File: src/rtl/bcd_stopwatch_pkg.sv
// Shared constants for the BCD stopwatch: digit width, digit ceiling, direction codes.
// Pure declarations, no timing; no flow control involved.
// The digit clamp helper is shared by the top-level preset path.
package bcd_stopwatch_pkg;

    localparam int         BCD_W    = 4;
    localparam logic [3:0] BCD_MAX  = 4'd9;
    localparam logic       DIR_UP   = 1'b0;
    localparam logic       DIR_DOWN = 1'b1;

    function automatic logic [BCD_W-1:0] clamp_digit(input logic [BCD_W-1:0] d);
        return (d > BCD_MAX) ? BCD_MAX : d;
    endfunction

endpackage

File: src/rtl/bcd_stopwatch_digit.sv
// One BCD digit of the up/down ripple chain: step the digit when ci is set.
// Purely combinational, zero latency.
// No backpressure; co is the carry (up) or borrow (down) into the next digit.
module bcd_digit_updown
    import bcd_stopwatch_pkg::*;
(
    input  logic [BCD_W-1:0] digit,
    input  logic             ci,
    input  logic             dir,
    output logic [BCD_W-1:0] next_digit,
    output logic             co
);

    always_comb begin
        next_digit = digit;
        co         = 1'b0;
        if (ci) begin
            if (dir == DIR_UP) begin
                if (digit >= BCD_MAX) begin
                    next_digit = '0;
                    co         = 1'b1;
                end else begin
                    next_digit = digit + 4'd1;
                end
            end else begin
                if (digit == '0) begin
                    next_digit = BCD_MAX;
                    co         = 1'b1;
                end else begin
                    next_digit = digit - 4'd1;
                end
            end
        end
    end

endmodule

File: src/rtl/bcd_stopwatch.sv
// Prescaled BCD up/down stopwatch with preset, wrap pulse and sticky expiry (lap capture with BCD_STOPWATCH_LAP_EN).
// Count updates on the prescaler terminal edge; tick_out/wrap follow with one cycle latency.
// No backpressure: count_enabled low freezes prescaler and count, load acts at any time.
module bcd_stopwatch
    import bcd_stopwatch_pkg::*;
#(
    parameter int CLK_FREQ = 100000000,
    parameter int TICK_HZ  = 1,
    parameter int DIGITS   = 4
) (
    input  logic                    clk,
    input  logic                    init_regs,
    input  logic                    count_enabled,
    input  logic                    dir,
    input  logic                    load,
    input  logic [BCD_W*DIGITS-1:0] load_value,
`ifdef BCD_STOPWATCH_LAP_EN
    input  logic                    lap,
    output logic [BCD_W*DIGITS-1:0] lap_reading,
`endif
    output logic [BCD_W*DIGITS-1:0] time_reading,
    output logic                    tick_out,
    output logic                    wrap,
    output logic                    expired
);

    localparam int PRESCALE = CLK_FREQ / TICK_HZ;
    localparam int PRE_W    = $clog2(PRESCALE);
    localparam int CNT_W    = BCD_W * DIGITS;

    logic [PRE_W-1:0] pre;
    logic             tick;
    logic [DIGITS:0]  carry;
    logic [CNT_W-1:0] next_count;
    logic [CNT_W-1:0] load_clamped;
    logic             hold_zero;
    logic             advance;

    assign tick      = count_enabled && (pre == PRE_W'(PRESCALE - 1));
    // A down-count parked at zero swallows the tick entirely, including tick_out.
    assign hold_zero = (dir == DIR_DOWN) && (time_reading == '0);
    assign advance   = tick && !hold_zero;
    assign carry[0]  = 1'b1;

    genvar g;
    generate
        for (g = 0; g < DIGITS; g++) begin : g_digit
            bcd_digit_updown u_digit (
                .digit      (time_reading[g*BCD_W +: BCD_W]),
                .ci         (carry[g]),
                .dir        (dir),
                .next_digit (next_count[g*BCD_W +: BCD_W]),
                .co         (carry[g+1])
            );
        end
    endgenerate

    always_comb begin
        load_clamped = '0;
        for (int i = 0; i < DIGITS; i++) begin
            load_clamped[i*BCD_W +: BCD_W] = clamp_digit(load_value[i*BCD_W +: BCD_W]);
        end
    end

    always_ff @(posedge clk) begin
        if (init_regs) begin
            pre          <= '0;
            time_reading <= '0;
            tick_out     <= 1'b0;
            wrap         <= 1'b0;
            expired      <= 1'b0;
        end else if (load) begin
            pre          <= '0;
            time_reading <= load_clamped;
            tick_out     <= 1'b0;
            wrap         <= 1'b0;
            expired      <= 1'b0;
        end else begin
            tick_out <= advance;
            wrap     <= advance && (dir == DIR_UP) && carry[DIGITS];
            if (count_enabled) begin
                pre <= tick ? '0 : pre + PRE_W'(1);
            end
            if (advance) begin
                time_reading <= next_count;
            end
            if (advance && (dir == DIR_DOWN) && (next_count == '0)) begin
                expired <= 1'b1;
            end
        end
    end

`ifdef BCD_STOPWATCH_LAP_EN
    always_ff @(posedge clk) begin
        if (init_regs) begin
            lap_reading <= '0;
        end else if (lap) begin
            lap_reading <= time_reading;
        end
    end
`endif

endmodule

File: config.mk
export PLATFORM = sky130hd
export DESIGN_NAME = bcd_stopwatch
export DESIGN_NICKNAME = d
export VERILOG_FILES = /design/src/rtl/bcd_stopwatch_pkg.sv /design/src/rtl/bcd_stopwatch_digit.sv /design/src/rtl/bcd_stopwatch.sv
export SDC_FILE = /design/constraint.sdc
export NUM_CORES = 1
export LEC_CHECK = 0
export CAP_MARGIN = 25
export CORE_MARGIN = 5
export CORE_UTILIZATION = 27
export DETAILED_ROUTE_END_ITERATION = 7
export PLACE_DENSITY_LB_ADDON = 0.1
export SYNTH_ARGS = -nofsm -noshare
export SYNTH_HDL_FRONTEND = slang
export SYNTH_SLANG_ARGS = --single-unit
File: constraint.sdc
create_clock -name clk -period 2.7 [get_ports clk]
set_input_delay 0.54 -clock clk [delete_from_list [all_inputs] [get_ports clk]]
set_output_delay 0.54 -clock clk [all_outputs]
set_load 0.03 [all_outputs]
==> results of run 1 <==
==> final timing paths <==
kind,slack [ns],cells past startpoint,end,start
max reg2reg,0.20,9,time_reading[11]$_SDFFE_PP0P_,time_reading[0]$_SDFFE_PP0P_
max,0.1,7,time_reading[12]$_SDFFE_PP0P_,count_enabled
min,0.47,2,expired$_SDFFE_PP0P_,expired$_SDFFE_PP0P_
min reg2reg,0.47,2,expired$_SDFFE_PP0P_,expired$_SDFFE_PP0P_
==> cell usage in the layout, fill, tap and decap left out, types with 6 or more instances in the layout <==
cell,netlist,routed
sky130_fd_sc_hd__nor2_1,63,63
sky130_fd_sc_hd__nand3_1,8,8
sky130_fd_sc_hd__o211ai_1,7,7
sky130_fd_sc_hd__nor2b_1,7,7
sky130_fd_sc_hd__nor3_1,12,12
sky130_fd_sc_hd__clkdlybuf4s50_1,0,38
sky130_fd_sc_hd__buf_4,0,61
sky130_fd_sc_hd__or3_1,7,7
sky130_fd_sc_hd__dfxtp_1,46,45
sky130_fd_sc_hd__a21oi_1,31,31
sky130_fd_sc_hd__o21ai_0,21,21
sky130_fd_sc_hd__nand2_1,43,43
sky130_fd_sc_hd__inv_1,20,20
sky130_fd_sc_hd__xnor2_1,8,8
sky130_fd_sc_hd__and3_1,6,6
sky130_fd_sc_hd__nand4_1,8,8
sky130_fd_sc_hd__ha_1,14,12
sky130_fd_sc_hd__xor2_1,14,14
sky130_fd_sc_hd__or3b_2,6,6
==> flip-flops by register name, indices dropped and copies added, names as in the netlist <==
signal,cells
expired,1
wrap,1
pre,27
time_reading,16
tick_out,1
==> power breakdown <==
group	leakage (nW)	internal, mW	switching (mW)
registers	0.374	0.692	0.00928
clock network	0.0771	0.437	0.265
logic	1.17	0.203	0.229
==> metrics by stage <==
step / total power, mW / utilization (%) / hold WS, ns
after floorplan: 0.956 / - / 0.461
after global placement: 1.15 / 35.8 / 0.474
after detailed placement: 1.14 / 35.8 / 0.476
after CTS: 1.86 / 37.3 / 0.484
after global routing: 1.94 / 37.4 / 0.518
final: 1.84 / 37.4 / 0.472
==> metal layers <==
| layer | GRT usage, % | part of all wire (%) | vias up |
|---|---|---|---|
| met2 | 20.2 | 42 | 77 |
| li1 | - | - | 1683 |
| met4 | 4.27 | 1.7 | 0 |
| met3 | 2.10 | 5.0 | 13 |
| met1 | 19.2 | 51 | 1479 |
| met5 | 0 | 0 | - |
==> worst reg2reg max path, cell delays in order (launching register included) <==
cell	delay, ns
sky130_fd_sc_hd__dfxtp_1	0.33
sky130_fd_sc_hd__inv_1	0.07
sky130_fd_sc_hd__ha_1	0.18
sky130_fd_sc_hd__or3b_2	0.48
sky130_fd_sc_hd__a22o_1	0.27
sky130_fd_sc_hd__and2_2	0.25
sky130_fd_sc_hd__o2bb2ai_1	0.15
sky130_fd_sc_hd__a221oi_2	0.34
sky130_fd_sc_hd__nand2_1	0.09
sky130_fd_sc_hd__a311oi_1	0.26
==> kinds of logic (layout without fill, tap and decap cells) <==
logic type	count (synthesis)	after routing	share of synthesized area [%]
simple gates	188	188	29.4
compound gates	105	105	21.8
buf+inv	48	129	6.12
flops	46	46	28.9
xor+xnor	22	22	6.04
fa+ha+maj	14	14	5.49
mux	7	7	2.28
==> final cells by class <==
class | instances | share of cell area, %
multi-input cells | 336 | 48.5
flip-flops and latches | 46 | 21.4
repair buffers | 101 | 20.2
well taps | 143 | 4.16
clock buffers | 6 | 3.00
clock inverters | 2 | 0.873
inverters | 20 | 1.75
==> qor.tcl, run 1 <==
set qor(effective_utilization_at_floorplan_pct) 27.7
set qor(wire_length_of_the_first_global_routing_pass_um) 15700
set qor(synth.distinct_cells) 62
set qor(synth.top_cells.by_count) {sky130_fd_sc_hd__nor2_1, sky130_fd_sc_hd__dfxtp_1, sky130_fd_sc_hd__nand2_1, sky130_fd_sc_hd__a21oi_1, sky130_fd_sc_hd__o21ai_0}
set qor(std_cell_core_area_um2) 11500
set qor(die-height_um) 119
set qor(route.final.wire_length_um) 9320
set qor(synthArstFlopShare_pct) 0
set qor(instances_no_fill) 654
set qor(register_bit_total_from_synthesis) 46
set qor(power_per_cell_area_nw_per_um2) 427
set qor(slowest_delay_ns) 0.53
set qor(track_usage_pct) 13.3
set qor(vdd_ir_drop_max_uv) 245
set qor(grt-ovfl-total) 0
set qor(area_contributors_post_synth) {sky130_fd_sc_hd__dfxtp_1, sky130_fd_sc_hd__nor2_1, sky130_fd_sc_hd__ha_1}
set qor(maxCapViolCount) 0
set qor(post_synth_instance_area_um2) 3190
set qor(clockRootBuffer) {sky130_fd_sc_hd__clkbuf_16}
set qor(ctsLongestPathBuffers) 2
set qor(number_of_vias_after_detailed_routing) 3252
set qor(synthDominantCellAreaShare_pct) 28.9
set qor(routed_wire_length_per_instance_um) 14.3
set qor(worst_pin_slew_ns) 0.593
set qor(fmax_mhz) 384
set qor(clock_tree.htree_level_count) 2
set qor(syn-num-nets) 465
set qor(fin_crit_sh_pct) 96.4
set qor(timing.setup.tns_ns) 0
set qor(via_per_inst) 4.97
set qor(grt_pass1_vias) 3219
set qor(finClkSkew_ns) 0.00414
set qor(postSynthCellCount) 430
set qor(p_leak_nw) 1.62
set qor(yosysWarnings) 0
set qor(critical_path_class) {input port to flip-flop}
set qor(finalSetupViolations) 0
set qor(clkLatencyLatePin_ns) 0.29
set qor(antennaDiodeCount) 0
set qor(ctsHoldBuffers) 0
set qor(setup.worst_path.start_class) {input port}
set qor(path_clk_slew_ns) 0.06
set qor(layout_setup_ws_ns) 0.0972
set qor(timing.final.max_slew_violations) 0
set qor(post-cts-setup-buffers) 0
set qor(setup_repair_after_global_routing_missed_its_margin) {false}
set qor(drtPass1Iterations) 4
set qor(post-route-cell-area_um2) 4300
set qor(detail_route.drc_violations) 0
set qor(drtIter0Drc) 240
set qor(postSynthAreaPerCell_um2) 7.42
set qor(placedInstanceArea_um2) 4120
set qor(synth-edff-count) 0
set qor(multiInputGateArea_um2) 2090
set qor(slowest_stage) {sky130_fd_sc_hd__clkdlybuf4s50_1}
set qor(gp_congestion) 0.827
set qor(path_cells) {clkdlybuf4s50_1, nand4_2, or2_1, or3_1, or2_4, a2111o_1, a311oi_1}
set qor(floorplan.die_area_um2) 14100
set qor(area.sequential_um2) 922
set qor(n_fill_cell) 1206
set qor(ys_dominant_reg_cell) {sky130_fd_sc_hd__dfxtp_1}
set qor(dp_hpwl_um) 7170
set qor(finalCriticalPeriod_ns) 2.60
set qor(outcome) {completed}
set qor(post_cts_gate_resize_count) 0
set qor(finish.net_count) 545
set qor(clock_tree_from_tritoncts) {yes}
set qor(synth_top_area_cell) {sky130_fd_sc_hd__dfxtp_1}
set qor(antenna_violating_nets_post_route) 0
set qor(place_inst) 646
set qor(finalHoldViolations) 0
set qor(antenna_found_initial) 0
set qor(buffer_ports.inserted) 39
set qor(post_route_cells_drive_above_1_share_pct) 17.0
set qor(row_count) 39
set qor(critPathArrivalTime_ns) 2.79
set qor(area_growth_pct) 34.9
set qor(synthMostInstantiatedCell) {sky130_fd_sc_hd__nor2_1}
set qor(critical-path-top-delay-family) {simple AND/OR/NAND/NOR gates}
set qor(worst-endpoint-required_ns) 2.89
set qor(worstPathBufferInverterCount) 1
set qor(share_of_the_yosys_chip_area_belonging_to_registers_pct) 28.9
set qor(dp_slack_ns) -0.263
set qor(die-width_um) 119
set qor(relSlewSlack_pct) 60.4
set qor(hold_path_class) {flip-flop to flip-flop}
set qor(grt_max_degree) 26
set qor(clock_sink_count) 46
set qor(timing.critical_path.fanout_max) 3
set qor(number_of_buffers_created_by_cts) 5
set qor(io_pins) 40
set qor(end_kind) {flip-flop}
No activity file was read; power rests on OpenSTA's default activity.
==> inputs of run 2 (changes only) <==
Settings changed: CORE_ASPECT_RATIO set to 0.75.
==> qor.tcl, run 2 (synthesized netlist as in run 1, its figures left out) <==
set qor(outcome) {completed}
set qor(finish.net_count) 541 ;# -0.73%
set qor(grt_max_degree) 26 ;# unchanged
set qor(worst-endpoint-required_ns) 2.90 ;# about the same
set qor(setup.worst_path.start_class) {input port}
set qor(antennaDiodeCount) 0 ;# unchanged
set qor(grt_pass1_vias) 3034 ;# -5.7%
set qor(antenna_found_initial) 0 ;# unchanged
set qor(multiInputGateArea_um2) 2100 ;# +0.66%
set qor(timing.final.max_slew_violations) 0 ;# unchanged
set qor(number_of_buffers_created_by_cts) 5 ;# unchanged
set qor(final_cell_mix) {sky130_fd_sc_hd__nor2_1, sky130_fd_sc_hd__buf_4, sky130_fd_sc_hd__dfxtp_1, sky130_fd_sc_hd__nand2_1, sky130_fd_sc_hd__clkdlybuf4s50_1}
set qor(clkLatencyLatePin_ns) 0.29 ;# about the same
set qor(clock_tree.htree_level_count) 2 ;# unchanged
set qor(clockRootBuffer) {sky130_fd_sc_hd__clkbuf_16}
set qor(finalHoldViolations) 0 ;# unchanged
set qor(relSlewSlack_pct) 61.1 ;# +0.68 points
set qor(io_pins) 40 ;# unchanged
set qor(min_delay_path_depth) 2 ;# unchanged
set qor(number_of_vias_after_detailed_routing) 3224 ;# -0.86%
set qor(timing.setup.tns_ns) 0 ;# unchanged
set qor(buffer_ports.inserted) 39 ;# unchanged
set qor(hold_path_startpoint) {expired$_SDFFE_PP0P_}
set qor(die-width_um) 135 ;# +14%
set qor(drtPass1Iterations) 4 ;# unchanged
set qor(p_leak_nw) 1.59 ;# -1.8%
set qor(effective_utilization_at_floorplan_pct) 27.6 ;# -0.13 points
set qor(hold_path_class) {flip-flop to flip-flop}
set qor(fin_crit_sh_pct) 96.1 ;# -0.27 points
set qor(worst_r2r_endpoint) {time_reading[14]$_SDFFE_PP0P_}
set qor(timing.critical_path.fanout_max) 3 ;# unchanged
set qor(vdd_ir_drop_max_uv) 197 ;# -20%
set qor(area_growth_pct) 34.4
set qor(drtIter0Drc) 226 ;# -5.8%
set qor(end_kind) {flip-flop}
set qor(routed_wire_length_per_instance_um) 14.3 ;# +0.48%
set qor(die-height_um) 104 ;# -12%
set qor(ctsLongestPathBuffers) 2 ;# unchanged
set qor(grt-ovfl-total) 0 ;# unchanged
set qor(ctsHoldBuffers) 0 ;# unchanged
set qor(r2r-start) {time_reading[9]$_SDFFE_PP0P_}
set qor(hold_ws_ns) 0.485 ;# +0.0131 ns
set qor(hold_path_end) {expired$_SDFFE_PP0P_}
set qor(post_cts_gate_resize_count) 0 ;# unchanged
set qor(clock_tree_from_tritoncts) {yes}
set qor(critical_path_class) {input port to flip-flop}
set qor(clock_sink_count) 46 ;# unchanged
set qor(critPathArrivalTime_ns) 2.80 ;# about the same
set qor(floorplan.die_area_um2) 14100 ;# +0.16%
set qor(post_route_cells_drive_above_1_share_pct) 16.8 ;# -0.26 points
set qor(layout_commonest_cell) {sky130_fd_sc_hd__nor2_1}
set qor(post-cts-setup-buffers) 0 ;# unchanged
set qor(via_per_inst) 4.82 ;# -3.1%
set qor(worst_pin_slew_ns) 0.583 ;# -0.0102 ns
set qor(setup_repair_after_global_routing_missed_its_margin) {false}
set qor(antenna_violating_nets_post_route) 0 ;# unchanged
set qor(largest_registers) {pre (27), time_reading (16)}
set qor(dp_hpwl_um) 7340 ;# +2.4%
set qor(path_clk_slew_ns) 0.06 ;# about the same
set qor(finClkSkew_ns) 0.00524 ;# +0.00110 ns
set qor(route.final.wire_length_um) 9580 ;# +2.8%
set qor(reg2reg_setup_slack_ns) 0.18 ;# -0.02 ns
set qor(worstRegToRegCells) 10 ;# +1
set qor(wire_length_of_the_first_global_routing_pass_um) 15600 ;# -0.79%
set qor(gp_congestion) 0.838 ;# +1.3%
set qor(std_cell_core_area_um2) 11600 ;# +0.48%
set qor(power_per_cell_area_nw_per_um2) 410 ;# -3.8%
set qor(n_fill_cell) 1273 ;# +5.6%
set qor(detail_route.drc_violations) 0 ;# unchanged
set qor(biggest_register) {pre}
set qor(fmax_mhz) 385 ;# +0.28%
set qor(track_usage_pct) 13.5 ;# +0.14 points
set qor(finalSetupViolations) 0 ;# unchanged
set qor(finalCriticalPeriod_ns) 2.60 ;# -0.00736 ns
set qor(row_count) 34 ;# -13%
set qor(largest_reg_flops) 27 ;# unchanged
set qor(area.sequential_um2) 922 ;# unchanged
set qor(maxCapViolCount) 0 ;# unchanged
run 2: changes by cell type in the layout (fill, tap and decap cells not counted), sizes merged:
cell           change
dlymetal6s2s       -1
clkinvlp           -1
clkinv             +1
clkdlybuf4s50      +1
bufinv             -1
clkbuf             +1
buf                -4
run 2: where the power goes:
| group | internal [mW] | total, mW | switching (mW) |
|---|---|---|---|
| combinational | 0.201 | 0.431 | 0.229 |
| sequential | 0.693 | 0.705 | 0.0126 |
| clock | 0.367 | 0.623 | 0.256 |
| total | 1.26 | 1.76 | 0.498 |
run 2: critical path, stage by stage:
cell and delay [ns]:
sky130_fd_sc_hd__clkdlybuf4s50_1 0.53, sky130_fd_sc_hd__nand4_2 0.10, sky130_fd_sc_hd__or2_1 0.29, sky130_fd_sc_hd__or3_1 0.37
sky130_fd_sc_hd__or2_1 0.28, sky130_fd_sc_hd__a2111o_1 0.42, sky130_fd_sc_hd__a311oi_2 0.27
run 2: final cells by class:
type                       count  area share, %
tap                          162           4.73
sequential                    46           21.5
multi-input combinational    336           49.0
inverter                      20           1.75
clock buffer                   7           3.33
clock inverter                 1          0.117
timing repair buffer          97           19.6
run 2: how the worst max path moves through the flow:
stage	from	to	slack, ns	cells past startpoint
final	count_enabled	time_reading[12]$_SDFFE_PP0P_	0.10	7
after global routing	dir	time_reading[5]$_SDFFE_PP0P_	0.004	11
after CTS	count_enabled	time_reading[12]$_SDFFE_PP0P_	0.06	7
after detailed placement	count_enabled	time_reading[12]$_SDFFE_PP0P_	-0.23	7
after global placement	count_enabled	time_reading[12]$_SDFFE_PP0P_	-0.22	7
after floorplan	time_reading[0]$_SDFFE_PP0P_	time_reading[11]$_SDFFE_PP0P_	0.02	11
run 2: routing by layer:
metal	GRT usage, %	share of wire [%]	vias up
met4	2.09	0.55	0
met1	21.0	54	1484
met2	18.8	40	61
met3	3.29	5.3	4
li1	-	-	1675
met5	0	0	-
run 2: through the flow:
| stage | std cells | utilization [%] | total power [mW] | area, um2 | worst slack [ns] |
|---|---|---|---|---|---|
| 4_1_cts | 669 | 36.9 | 1.78 | 4270 | 0.0646 |
| 3_5_place_dp | 661 | 35.6 | 1.14 | 4120 | -0.230 |
| 2_1_floorplan | 430 | - | 0.956 | 3190 | 0.0198 |
| 6_report | 669 | 37.1 | 1.76 | 4290 | 0.105 |
| 3_3_place_gp | 661 | 35.6 | 1.15 | 4120 | -0.225 |
| 5_1_grt | 669 | 37.1 | 1.85 | 4290 | 0.00442 |
==> edit, RTL diff (flow settings as in run 1) <==
Register the output `expired` once more; this adds one clock of latency there. The other outputs are not delayed to match.
--- a/src/rtl/bcd_stopwatch.sv
+++ b/src/rtl/bcd_stopwatch.sv
@@ -27,6 +27,8 @@
     localparam int PRESCALE = CLK_FREQ / TICK_HZ;
     localparam int PRE_W    = $clog2(PRESCALE);
     localparam int CNT_W    = BCD_W * DIGITS;
+
+    logic expired_s0;
 
     logic [PRE_W-1:0] pre;
     logic             tick;
@@ -68,13 +70,13 @@
             time_reading <= '0;
             tick_out     <= 1'b0;
             wrap         <= 1'b0;
-            expired      <= 1'b0;
+            expired_s0   <= 1'b0;
         end else if (load) begin
             pre          <= '0;
             time_reading <= load_clamped;
             tick_out     <= 1'b0;
             wrap         <= 1'b0;
-            expired      <= 1'b0;
+            expired_s0   <= 1'b0;
         end else begin
             tick_out <= advance;
             wrap     <= advance && (dir == DIR_UP) && carry[DIGITS];
@@ -85,7 +87,7 @@
                 time_reading <= next_count;
             end
             if (advance && (dir == DIR_DOWN) && (next_count == '0)) begin
-                expired <= 1'b1;
+                expired_s0 <= 1'b1;
             end
         end
     end
@@ -100,5 +102,9 @@
     end
 `endif
 
+    always_ff @(posedge clk) begin
+        expired <= expired_s0;
+    end
+
 endmodule
 
Behaviour: no difference found for any inputs over 10 cycles, from zero or initial values; that may be too few to reach the edited logic, so the function may still have changed.
==> edit against run 1 <==
  * Power up 3.1%
  * Sequential cell count is 1 higher
  * Clock power rose by 4.6%
  * Global-route usage is 0.090 points higher
  * Combinational power grew 2%
  * Die area increased by 0.57%
  * Cell area increased by 1.6%
  * Setup slack improved by 0.034 ns
  * Largest cell class unchanged
  * Critical path type unchanged
  * Routed wire length grew 0.24%
  * Area after synthesis increased by 0.63%
==> edit: results <==
{
  "status": "finished, final reports clean",
  "hp-start": "expired_s0$_SDFFE_PP0P_",
  "hold_end": "expired$_DFF_P_",
  "synth_cells": 431,
  "r2r-end": "time_reading[2]$_SDFFE_PP0P_",
  "pwr-share-seq_pct": 38.0,
  "holdPathStages": 0,
  "final_util_pct": 38.0,
  "fin_skew_ns": 0.00619,
  "rr_startpoint": "time_reading[13]$_SDFFE_PP0P_",
  "place_ws_ns": -0.217,
  "pg_seq_mw": 0.718,
  "synth-seq-area-share_pct": 29.3,
  "nets": 550,
  "clkTransAtPathRegs_ns": 0.07,
  "drt_iter0_drc": 167,
  "post-place-cells": 651,
  "relSlewSlack_pct": 60.1,
  "gp_congestion": 0.852,
  "final_cells": 659,
  "drive_gt1_share_pct": 18.0,
  "grt_pass1_wl_mm": 15.9,
  "vias": 3265,
  "fillCellCount": 1235,
  "p_clk_mw": 0.734,
  "synth.area.top_cells": "dfxtp_1, nor2_1, ha_1, nand2_1, a21oi_1",
  "leakage_nw": 1.65,
  "yosysTopAreaCell": "dfxtp_1",
  "whs_ns": 0.379,
  "ff2ff_setup_slack_ns": 0.18,
  "cp_max_fo": 4,
  "track_usage_pct": 13.4,
  "ir_drop_v": 0.000312,
  "grt_pass1_vias": 3179,
  "p_sw_mw": 0.534,
  "fin_crit_sh_pct": 95.2,
  "syn_nets": 466,
  "finalWirelength_mm": 9.34,
  "crit_arrival_ns": 2.76,
  "dpl_cell_area_sq_mm": 0.00417,
  "worst_r2r_path_depth": 12,
  "synth_commonest_cells": "nor2_1, dfxtp_1, nand2_1",
  "detailed_place_hpwl_mm": 7.08
}
-- edit: cell types whose count changed after synthesis, sizes merged --
cell,change
dfxtp,+1
-- edit: routing by layer --
metal	wire [um]	share of wire (%)	global-route usage, %	vias up
li1	-	-	-	1692
met1	4630	50	19.6	1485
met2	4130	44	20.4	78
met3	425	4.5	1.90	10
met4	157	1.7	3.91	0
met5	0	0	0	-
-- edit: kinds of logic after synthesis --
| logic type | count (synthesis) | synth area share (%) |
|---|---|---|
| xor+xnor | 22 | 6.00 |
| fa+ha+maj | 14 | 5.46 |
| simple gates | 188 | 29.2 |
| mux | 7 | 2.26 |
| compound gates | 105 | 21.7 |
| flops | 47 | 29.3 |
| buf+inv | 48 | 6.08 |
-- edit: cell type report --
class                           instances  share of cell area (%)
Sequential cell                        47                    21.6
Multi-Input combinational cell        336                    48.1
Clock buffer                            5                    2.86
Clock inverter                          3                    1.09
Timing Repair Buffer                  105                    20.6
Inverter                               20                    1.72
Tap cell                              143                    4.09
